## config.mk

```make
export PLATFORM = sky130hd
export DESIGN_NAME = jxfer_ctrl
export DESIGN_NICKNAME = d
export VERILOG_FILES = /design/src/rtl/jxfer_pkg.sv /design/src/rtl/jrr_arb2.sv /design/src/rtl/jxfer_ctrl.sv
export SDC_FILE = /design/constraint.sdc
export NUM_CORES = 1
export LEC_CHECK = 0
export CAP_MARGIN = 5
export CORE_MARGIN = 1.5
export CORE_UTILIZATION = 50
export DETAILED_ROUTE_END_ITERATION = 8
export PLACE_DENSITY_LB_ADDON = 0.08
export SYNTH_ARGS = -nofsm -noshare
export SYNTH_HDL_FRONTEND = slang
export SYNTH_SLANG_ARGS = --single-unit
```

## constraint.sdc

```tcl
create_clock -name clk -period 3.85 [get_ports clk]
set_input_delay 0.77 -clock clk [delete_from_list [all_inputs] [get_ports clk]]
set_output_delay 0.77 -clock clk [all_outputs]
set_load 0.02 [all_outputs]
```

## src/rtl/jxfer_pkg.sv

```systemverilog
// jxfer_pkg: shared types and helpers for the register-transfer sequencer.
package jxfer_pkg;
  localparam int NREGS = 4;
  localparam int REG_IDX_W = 2;
  typedef enum logic [1:0] {IDLE, ENABLE, SET, HOLD} state_t;
  function automatic logic [NREGS-1:0] dec(input logic [REG_IDX_W-1:0] i);
    return {{(NREGS-1){1'b0}}, 1'b1} << i;
  endfunction
endpackage

```

## src/rtl/jrr_arb2.sv

```systemverilog
// jrr_arb2: two-way round-robin arbiter; pointer moves past the winner on accept.
module jrr_arb2 (
  input  logic       clk,
  input  logic       rst_n,
  input  logic [1:0] valid,
  input  logic       accept,
  output logic [1:0] grant
);
  logic ptr;
  always_comb grant = &valid ? (ptr ? 2'b10 : 2'b01) : valid;
  always_ff @(posedge clk or negedge rst_n)
    if (!rst_n) ptr <= 1'b0;
    else if (accept) ptr <= grant[0];
endmodule

```

## src/rtl/jxfer_ctrl.sv

```systemverilog
// jxfer_ctrl: arbitrates two copy requesters and sequences en/set pulses on the
// latch-register bank; all bank-facing outputs come straight from flops.
module jxfer_ctrl
  import jxfer_pkg::*;
#(
  parameter int NREGS = 4
) (
  input  logic             clk,
  input  logic             rst_n,
  input  logic [1:0]       req_valid,
  input  logic [3:0]       req_src,
  input  logic [3:0]       req_dst,
  output logic [1:0]       req_ready,
  output logic [NREGS-1:0] reg_en,
  output logic [NREGS-1:0] reg_set,
  output logic             busy,
  output logic             done,
  output logic             done_id
);
  state_t state;
  logic [1:0] grant, src_in, dst_in, src, dst;
  logic accept, gid, id;
  jrr_arb2 u_arb (
    .clk(clk), .rst_n(rst_n), .valid(req_valid), .accept(accept), .grant(grant)
  );
  always_comb begin
    req_ready = (state == IDLE && rst_n) ? grant : 2'b00;
    accept    = |(req_valid & req_ready);
    gid       = grant[1];
    src_in    = gid ? req_src[3:2] : req_src[1:0];
    dst_in    = gid ? req_dst[3:2] : req_dst[1:0];
  end
  always_ff @(posedge clk or negedge rst_n)
    if (!rst_n) begin
      state   <= IDLE;
      src     <= '0;
      dst     <= '0;
      id      <= 1'b0;
      reg_en  <= '0;
      reg_set <= '0;
      busy    <= 1'b0;
      done    <= 1'b0;
      done_id <= 1'b0;
    end else begin
      case (state)
        IDLE: begin
          done <= 1'b0;
          if (accept) begin
            state  <= ENABLE;
            src    <= src_in;
            dst    <= dst_in;
            id     <= gid;
            reg_en <= dec(src_in);
            busy   <= 1'b1;
          end
        end
        // a self-copy would close a transparent latch loop, so it never sets
        ENABLE: begin
          state   <= SET;
          reg_set <= (src == dst) ? '0 : dec(dst);
        end
        SET: begin
          state   <= HOLD;
          reg_set <= '0;
        end
        HOLD: begin
          state   <= IDLE;
          reg_en  <= '0;
          busy    <= 1'b0;
          done    <= 1'b1;
          done_id <= id;
        end
        default: state <= IDLE;
      endcase
    end
endmodule

```

Word-level counts from Yosys, hierarchy flattened
Cells that the tools add are included.

storage, ports and cells
  flip-flop bits (word level) = 19
  logic and storage cells = 40

operators by class
  equality and inequality tests = 5
  shift-type cells = 2
  muxes and demuxes = 14
  bitwise logic cells = 1
  reductions and logical operators = 8

operators with widths
  cell                   number
  $pmux W4 S2            2
  $mux W2                6
  $mux W4                2
  $pmux W2 S4            1
  $shl A1 B2 Y4 const A  2
  $reduce_and A2 Y1      3
  $eq A2 B2 Y1 const B   2
  $pmux W1 S2            2
  $reduce_bool A2 Y1     2
  $and A2 B2 Y2          1
  $eq A2 B1 Y1 const B   1
  $eq A2 B2 Y1           1
  $logic_not A2 Y1       1
  $ne A2 B2 Y1 const B   1
  $reduce_or A2 Y1       1
  $logic_and A1 B1 Y1    1
  $mux W1                1

Logic depth before layout (Yosys ltp)
Gate-level depths: netlist (run 1).

  word-level depth = 7
  gate-level depth with buffers = 7
  gate-level depth less buffers = 6

Modules after synthesis
From an unflattened synthesis (run 1), not the netlist that was laid out.

unflattened totals
  cell total of the unflattened synthesis = 93
  area, all modules = 1,024.7 um^2

modules (own cells, without submodules)
  module      instances  cells each  area an instance (um^2)  seq. area each (um^2)
  jxfer_ctrl  1          88          962.2                    450.4
  jrr_arb2    1          5           62.6                     25.0

Worst setup path after synthesis (run 1)
Ideal clock, no wire load.

  path kind = input -> output
  from = in req_valid[0]
  to = out req_ready[1]
  data arrival time = 1.260 ns
  data required time = 3.080 ns
  path slack = 1.820 ns
  cell stages on the path = 3
  path buffers = 0
  path through = inv_2 o21ai_4 nor2_1

on the way
  longest elaborated chain between the ends = 3

ends and longest elaborated chain
  what               line              RTL
  from (decl)        jxfer_ctrl.sv:10  input logic [1:0] req_valid,
  $reduce_and A2 Y1  jrr_arb2.sv:10    always_comb grant = &valid ? (ptr ? 2'b10 : 2'b01) : valid;
  $mux W2            jrr_arb2.sv:10
  $mux W2            jxfer_ctrl.sv:27  req_ready = (state == IDLE && rst_n) ? grant : 2'b00;
  to (decl)          jxfer_ctrl.sv:13  output logic [1:0] req_ready,

No other way between the ends.

Worst setup path after layout (run 1)
  from = in rst_n
  to = out req_ready[0]

on the way
  longest elaborated chain between the ends = 2

ends and longest elaborated chain
  what                 line              RTL
  from (decl)          jxfer_ctrl.sv:9   input logic rst_n,
  $logic_and A1 B1 Y1  jxfer_ctrl.sv:27
  $mux W2              jxfer_ctrl.sv:27

No other way between the ends.

==> impl_metrics.ini, run 1 <==
[drt]
drtIter0Drc = 14
via_per_inst = 5.17
drc = 0
num_vias = 749
routedWlPerCell_um = 12.3
ant_nets = 0
wl_mm = 1.79
drt-pass1-iter-count = 4

[floorplan]
rows = 15
die_w_um = 46.8
core-area_um2 = 1760
die_area_um2 = 2190
die-height_um = 46.8
num_io_pins = 25
start_util_pct = 54.3

[logic_synthesis]
syn_area_per_cell_um2 = 10.4
yosys.area.top_type = dfrtp_1
yosysWarnings = 0
synth_edf_count = 0
synth_cells = 92
synth_area_um2 = 957
synth.most_common_cell = dfrtp_1
yosys-top-cells-count = 19 x dfrtp_1, 11 x nand2_1, 8 x inv_1, 8 x o21ai_0, 7 x mux2i_1
synth_cell_type_count = 23
synthArstFlopShare_pct = 100
yosysTopAreaCellShare_pct = 49.7
synth-seq-area-share_pct = 49.7
synthTopCellsByArea = dfrtp_1 50%, mux2i_1 7.3%, ha_1 5.2%
syn-num-nets = 108
ys_ff_latch = 19
ys.flop_type = dfrtp_1

[global_routing]
grt_pass1_vias = 684
overflow = 0
grtUsageTotal_pct = 19.1
grt_max_degree = 16
grt_pass1_wl_mm = 2.93
antenna_found_initial = 0

[placement]
post_dp_cell_area_um2 = 1230
dpl_worst_slack_ps = 623
io_buffers = 24
dp_hpwl_mm = 1.36
gp_congestion = 0.793

[sta]
drv_slew = 0
tightest_slew_ps = 426
whs_ps = 488
fin_tns_setup_ps = 0
final_hold_viol_count = 0
rsz0062_at_grt = no
finalCriticalPeriod_ps = 3220
period_share_pct = 83.6
fin_skew_ps = 2.30
fin_ws_ps = 631
slew_headroom_pct = 71.5
finalSetupViolations = 0
fmax_ghz = 0.311

[hold_path]
hp-start = id
hold_class = flip-flop to flip-flop
holdPathStages = 1
min_to = id

[cts]
cts_buffers = 3
postCtsHoldBufs = 0
cts_tree = built
htreeDepth = 1
cts_resized = 0
clkLatencyLatePin_ps = 290
clk_pin_slew_ps = 100
cts_setup_buffers = 0
cts.sinks = 19
clockRootBuffer = clkbuf_4
cts.path.max_buffers = 2

[finish]
area_growth_pct = 31.4
final_area_um2 = 1260
antenna_cells = 0
fillers = 153
layout-drive-gt1-share_pct = 8.33
nets = 137

[run_status]
status = complete, no violations

[worst_setup_path]
r2r_end = reg_en[1]
rrSetupSlack_ps = 2200
crit_type = input port to output pin
crit_fanout = 9
cp-end-kind = output pin
worst_r2r_path_depth = 5
worstSetupStartpointType = input port
crit-reg2reg-launch = state[0]
worstPathRequired_ps = 3080
worstPathArrival_ps = 2450

[power_and_ir_drop]
power.leakage_uw = 0.000588
power_uw = 917
ir_worst_vdd_v = 0.000424
powerDensity_nw_per_um2 = 729

[flow_run]
drv_cap = 0
## kinds of logic after synthesis
logic type	count (synthesis)	synth area share, %
fa+ha+maj	4	5.23
buf+inv	10	4.05
mux	10	11.2
simple gates	26	12.8
xor+xnor	1	0.915
flops	19	49.7
compound gates	22	16.1
## report_power, final
part           internal (µW)  switching [µW]  total, µW
sequential               289            61.4        351
combinational            224             243        467
clock                   40.3            58.3       98.6
total                    553             363        917
## critical path: stages
cell and delay, ps:
clkdlybuf4s50_1 690, nand3_1 190, a21oi_1 160, clkdlybuf4s50_1 630
## layer usage
layer	share of wire [%]	wire, µm	GRT usage [%]	vias to the layer above
li1	-	-	-	370
met1	48	865	25.0	362
met2	47	842	30.3	15
met3	3.2	57	3.46	2
met4	1.3	24	10.0	0
met5	0	0	0	-
## stage by stage
step           instances  util [%]
2_1_floorplan         92         -
3_3_place_gp         141      69.8
3_5_place_dp         141      69.8
4_1_cts              145      71.3
5_1_grt              145      71.3
6_report             145      71.3
## cells in the final DEF, fill, tap and decap left out
cell / instances
mux2i_1: 7
dfrtp_1: 19
nand2_1: 11
nor2_1: 4
o211ai_2: 1
a21oi_1: 2
o21ai_4: 1
a21boi_1: 1
nand2b_1: 5
nor2b_1: 2
a21o_1: 1
clkdlybuf4s50_1: 24
o22ai_1: 4
xnor2_1: 1
mux2_2: 2
nand3_1: 3
inv_1: 8
buf_4: 1
o21ai_0: 8
mux2_4: 1
ha_1: 4
nand3b_1: 1
clkbuf_4: 3
inv_2: 1
a22o_1: 4
clkbuf_1: 1
## layout make-up
type	instances	area, µm²	share of cell area (%)
clock buffer	4	26.3	2.09
inverter	9	33.8	2.69
multi-input combinational	63	443	35.2
sequential	19	475	37.8
tap	25	31.3	2.49
timing repair buffer	25	248	19.7
## registers in the layout (all words and copies together) (netlist names)
register   cells
busy           1
done_id        1
reg_set        4
state          2
dst            2
u_arb.ptr      1
src            2
done           1
id             1
reg_en         4
## how the worst max path moves through the flow
stage / start / slack (ps) / cells after the start / to
CTS: rst_n / 610 / 4 / req_ready[0]
floorplan: req_valid[0] / 1820 / 3 / req_ready[1]
finish: rst_n / 630 / 4 / req_ready[0]
global placement: rst_n / 730 / 4 / req_ready[0]
global route: rst_n / 470 / 4 / req_ready[0]
detailed placement: rst_n / 620 / 4 / req_ready[0]
(Power assumes the default switching activity.)
==> run 2: changes to the inputs <==
CORE_UTILIZATION = 42   (was 50)
clock period = 2.7 ns   (was 3.85 ns; I/O delays follow)
==> impl_metrics.ini, run 2 (synthesis results as in run 1) <==
[run_status]
status = complete, no violations

[hold_path]
hold_class = flip-flop to flip-flop
hp-start = id
holdPathStages = 1
min_to = id

[worst_setup_path]
crit-reg2reg-launch = state[0]
worstSetupStartpointType = flip-flop
worstPathRequired_ps = 2160
crit_type = flip-flop to output pin
worstPathArrival_ps = 2010
max_stage_delay_ps = 610
crit_chain = inv_1 -> ha_1 -> nand3_1 -> a21oi_1 -> clkdlybuf4s50_1
r2r_end = reg_en[3]
cp-end-kind = output pin
worst_r2r_path_depth = 5
rrSetupSlack_ps = 1060
cp_slowest_cell = clkdlybuf4s50_1
crit_fanout = 6

[drt]
num_vias = 728
wl_mm = 1.71
drt-pass1-iter-count = 4
drc = 0
ant_nets = 0
routedWlPerCell_um = 11.4
via_per_inst = 4.85
drtIter0Drc = 4

[finish]
layout-drive-gt1-share_pct = 9.84
top_regs = reg_en: 4 flops, reg_set: 4 flops
regArea_um2 = 475
antenna_cells = 0
layout_commonest_cell = clkdlybuf4s50_1
fillers = 191
layout_common_cells = 24 x clkdlybuf4s50_1, 19 x dfrtp_1, 11 x nand2_1
multi_input_area_um2 = 443
area_growth_pct = 33.3
nets = 139

[sta]
period_share_pct = 94.3
fin_ws_ps = 153
fmax_ghz = 0.393
rsz0062_at_grt = no
finalCriticalPeriod_ps = 2550
finalSetupViolations = 0
final_hold_viol_count = 0
slew_headroom_pct = 70.5
fin_skew_ps = 5.88
fin_tns_setup_ps = 0
tightest_slew_ps = 441
drv_slew = 0

[cts]
cts_setup_buffers = 0
clk_pin_slew_ps = 110
clkLatencyLatePin_ps = 290
cts.sinks = 19
htreeDepth = 1
clockRootBuffer = clkbuf_4
postCtsHoldBufs = 0
cts_resized = 0
cts.path.max_buffers = 2
cts_buffers = 3
cts_tree = built

[floorplan]
num_io_pins = 25
rows = 17
core-area_um2 = 2190
start_util_pct = 43.7
die_area_um2 = 2570
die_w_um = 50.7
die-height_um = 50.7

[power_and_ir_drop]
switchingPower_uw = 512
power.leakage_uw = 0.000597
powerDensity_nw_per_um2 = 1020
p_int_uw = 793
clkPwrFrac_pct = 10.7
p_comb_share_pct = 51.2
ir_worst_vdd_v = 0.000596
swShare_pct = 39.2
seqPwrFrac_pct = 38.1

[global_routing]
overflow = 0
grt_max_degree = 15
grt_pass1_wl_mm = 2.94
grtUsageTotal_pct = 15.3
grt_pass1_vias = 680
antenna_found_initial = 0

[placement]
dp_hpwl_mm = 1.33
io_buffers = 24
dpl_worst_slack_ps = 184
gp_congestion = 0.702

[flow_run]
drv_cap = 0
## run 2: worst max path at each step
stage,startpoint,end,slack [ps]
6_report,state[0],req_ready[0],150
3_5_place_dp,req_valid[1],req_ready[1],180
5_1_grt,state[0],req_ready[0],30
4_1_cts,state[0],req_ready[0],140
2_1_floorplan,state[0],req_ready[0],980
3_3_place_gp,rst_n,req_ready[0],210
## run 2: metrics by stage
step           total power, µW  area, µm²  cells  hold WS (ps)  util [%]
2_1_floorplan              924        957     92           244         -
3_3_place_gp              1160       1250    146           481      57.1
3_5_place_dp              1180       1250    146           474      57.1
4_1_cts                   1320       1280    150           499      58.3
5_1_grt                   1410       1280    150           515      58.3
6_report                  1310       1280    150           493      58.3
## run 2: area by class of cell
class                   instances  share of cell area (%)
inverters                       9                    2.65
flip-flops and latches         19                    37.3
clock buffers                   4                    2.06
well taps                      28                    2.75
multi-input cells              63                    34.7
repair buffers                 27                    20.6
## run 2: worst max-delay path: cells and delay by family, from the launching register on
kind                     cells  cell delay [ps]
AO/OA/AOI/OAI                1              150
adder cells (fa/ha/maj)      1              290
buffers and inverters        2              720
flip-flops                   1              400
AND/OR/NAND/NOR              1              160
## run 2: power by group through the flow
stage / clock network (µW) / registers (µW) / logic (µW)
3_5_place_dp: 0 / 503 / 675
2_1_floorplan: 0 / 572 / 351
4_1_cts: 146 / 500 / 677
3_3_place_gp: 0 / 500 / 663
6_report: 140 / 497 / 669
5_1_grt: 159 / 514 / 740
## run 2: layer usage
| layer | up-vias | global-route usage [%] | share of wire (%) |
|---|---|---|---|
| li1 | 374 | - | - |
| met1 | 336 | 19.9 | 50 |
| met2 | 16 | 24.1 | 45 |
| met3 | 2 | 3.57 | 3.6 |
| met4 | 0 | 6.76 | 0.70 |
| met5 | - | 0 | 0 |
==> run 3: changes to the inputs <==
CORE_UTILIZATION = 35   (was 42)
REMOVE_ABC_BUFFERS = 1   (was not set)
clock period = 2.3 ns   (was 2.7 ns; I/O delays follow)
==> impl_metrics.ini, run 3 (synthesis results as in run 1) <==
[power_and_ir_drop]
power.leakage_uw = 0.000625
power_uw = 1560
ir_worst_vdd_v = 0.000556
powerDensity_nw_per_um2 = 1190

[global_routing]
grt_pass1_vias = 719
grt_pass1_wl_mm = 3.15
grtUsageTotal_pct = 13.2
grt_max_degree = 15
antenna_found_initial = 0
overflow = 0

[floorplan]
die_w_um = 55.3
core-area_um2 = 2520
die-height_um = 55.3
start_util_pct = 37.9
num_io_pins = 25
die_area_um2 = 3060
rows = 18

[finish]
layout_common_cells = 22 x clkdlybuf4s50_1, 19 x dfrtp_1, 11 x nand2_1
layout-drive-gt1-share_pct = 12.7
fillers = 246
area_growth_pct = 36.5
fin_util_pct = 51.8
final_cells = 156
nets = 143
layout_commonest_cell = clkdlybuf4s50_1
antenna_cells = 0
top_regs = reg_en: 4 flops, reg_set: 4 flops

[worst_setup_path]
crit_fanout = 4
rrSetupSlack_ps = 700
r2r_end = reg_en[1]
worstSetupStartpointType = flip-flop
cp-end-kind = output pin
crit-reg2reg-launch = state[0]
crit_type = flip-flop to output pin
worstPathArrival_ps = 1650
worst_r2r_path_depth = 6
worstPathRequired_ps = 1840

[sta]
slew_headroom_pct = 76.5
finalCriticalPeriod_ps = 2110
final_hold_viol_count = 0
fmax_ghz = 0.474
whs_ps = 485
finalSetupViolations = 0
drv_slew = 0
rsz0062_at_grt = no
fin_tns_setup_ps = 0
period_share_pct = 91.7
fin_skew_ps = 10.6
tightest_slew_ps = 352

[cts]
cts.sinks = 19
cts.path.max_buffers = 2
clk_pin_slew_ps = 110
clkLatencyLatePin_ps = 300
cts_tree = built
htreeDepth = 1
clockRootBuffer = clkbuf_4
cts_buffers = 3
postCtsHoldBufs = 0

[placement]
gp_congestion = 0.704
io_buffers = 24
post-place-cells = 152
dp_hpwl_mm = 1.42

[drt]
routedWlPerCell_um = 11.7
drc = 0
ant_nets = 0
via_per_inst = 4.91
wl_mm = 1.82
drt-pass1-iter-count = 4
drtIter0Drc = 8
num_vias = 766

[hold_path]
hp-start = id
holdPathStages = 1
min_to = id
hold_class = flip-flop to flip-flop

[run_status]
status = complete, no violations

[flow_run]
drv_cap = 0
run 3: changes by cell type in the layout (fill, tap and decap cells not counted):
cell	before	now
dlygate4sd2_1	0	2
buf_4	3	7
clkdlybuf4s50_1	24	22
run 3: routing by layer:
metal	global-route usage [%]	vias to the layer above	routed length, µm	share of wire, %
li1	-	384	-	-
met1	17.4	364	870	48
met2	19.7	16	828	46
met3	5.62	2	102	5.6
met4	4.18	0	18	0.99
met5	0	-	0	0
run 3: cell type report:
cell class | count | area (µm²) | share of cell area, %
flip-flops and latches | 19 | 475 | 36.4
multi-input cells | 63 | 443 | 33.9
inverters | 9 | 33.8 | 2.59
well taps | 30 | 37.5 | 2.87
repair buffers | 31 | 290 | 22.2
clock buffers | 4 | 26.3 | 2.01
run 3: per-stage QoR:
step / cell area, µm² / worst slack [ps]
finish: 1310 / 191
CTS: 1310 / 172
floorplan: 952 / 655
global placement: 1280 / -10.8
global route: 1310 / 54.7
detailed placement: 1280 / -40.0
run 3: repair_timing:
action / CTS / global route
endpoints found under the setup margin: 2 / 0
setup buffers: 0 / 0
gates resized for setup: 2 / 0
run 3: how the worst max path moves through the flow:
stage / startpoint / end / slack (ps)
5_1_grt: state[0] / req_ready[0] / 50
4_1_cts: state[0] / req_ready[0] / 170
2_1_floorplan: state[0] / req_ready[0] / 660
3_3_place_gp: rst_n / req_ready[0] / -10
3_5_place_dp: rst_n / req_ready[0] / -40
6_report: state[0] / req_ready[0] / 190
run 3: critical path, stage by stage, from the launching register on:
cell	delay (ps)
dfrtp_1	400
inv_1	120
ha_1	210
nand3_1	130
a21oi_1	130
dlygate4sd2_1	350
run 3: power breakdown:
group / leakage, µW / total (µW) / switching [µW] / internal, µW
combinational: 0.000366 / 810 / 416 / 394
sequential: 0.000244 / 578 / 93.9 / 484
clock: 0.0000150 / 169 / 101 / 67.6
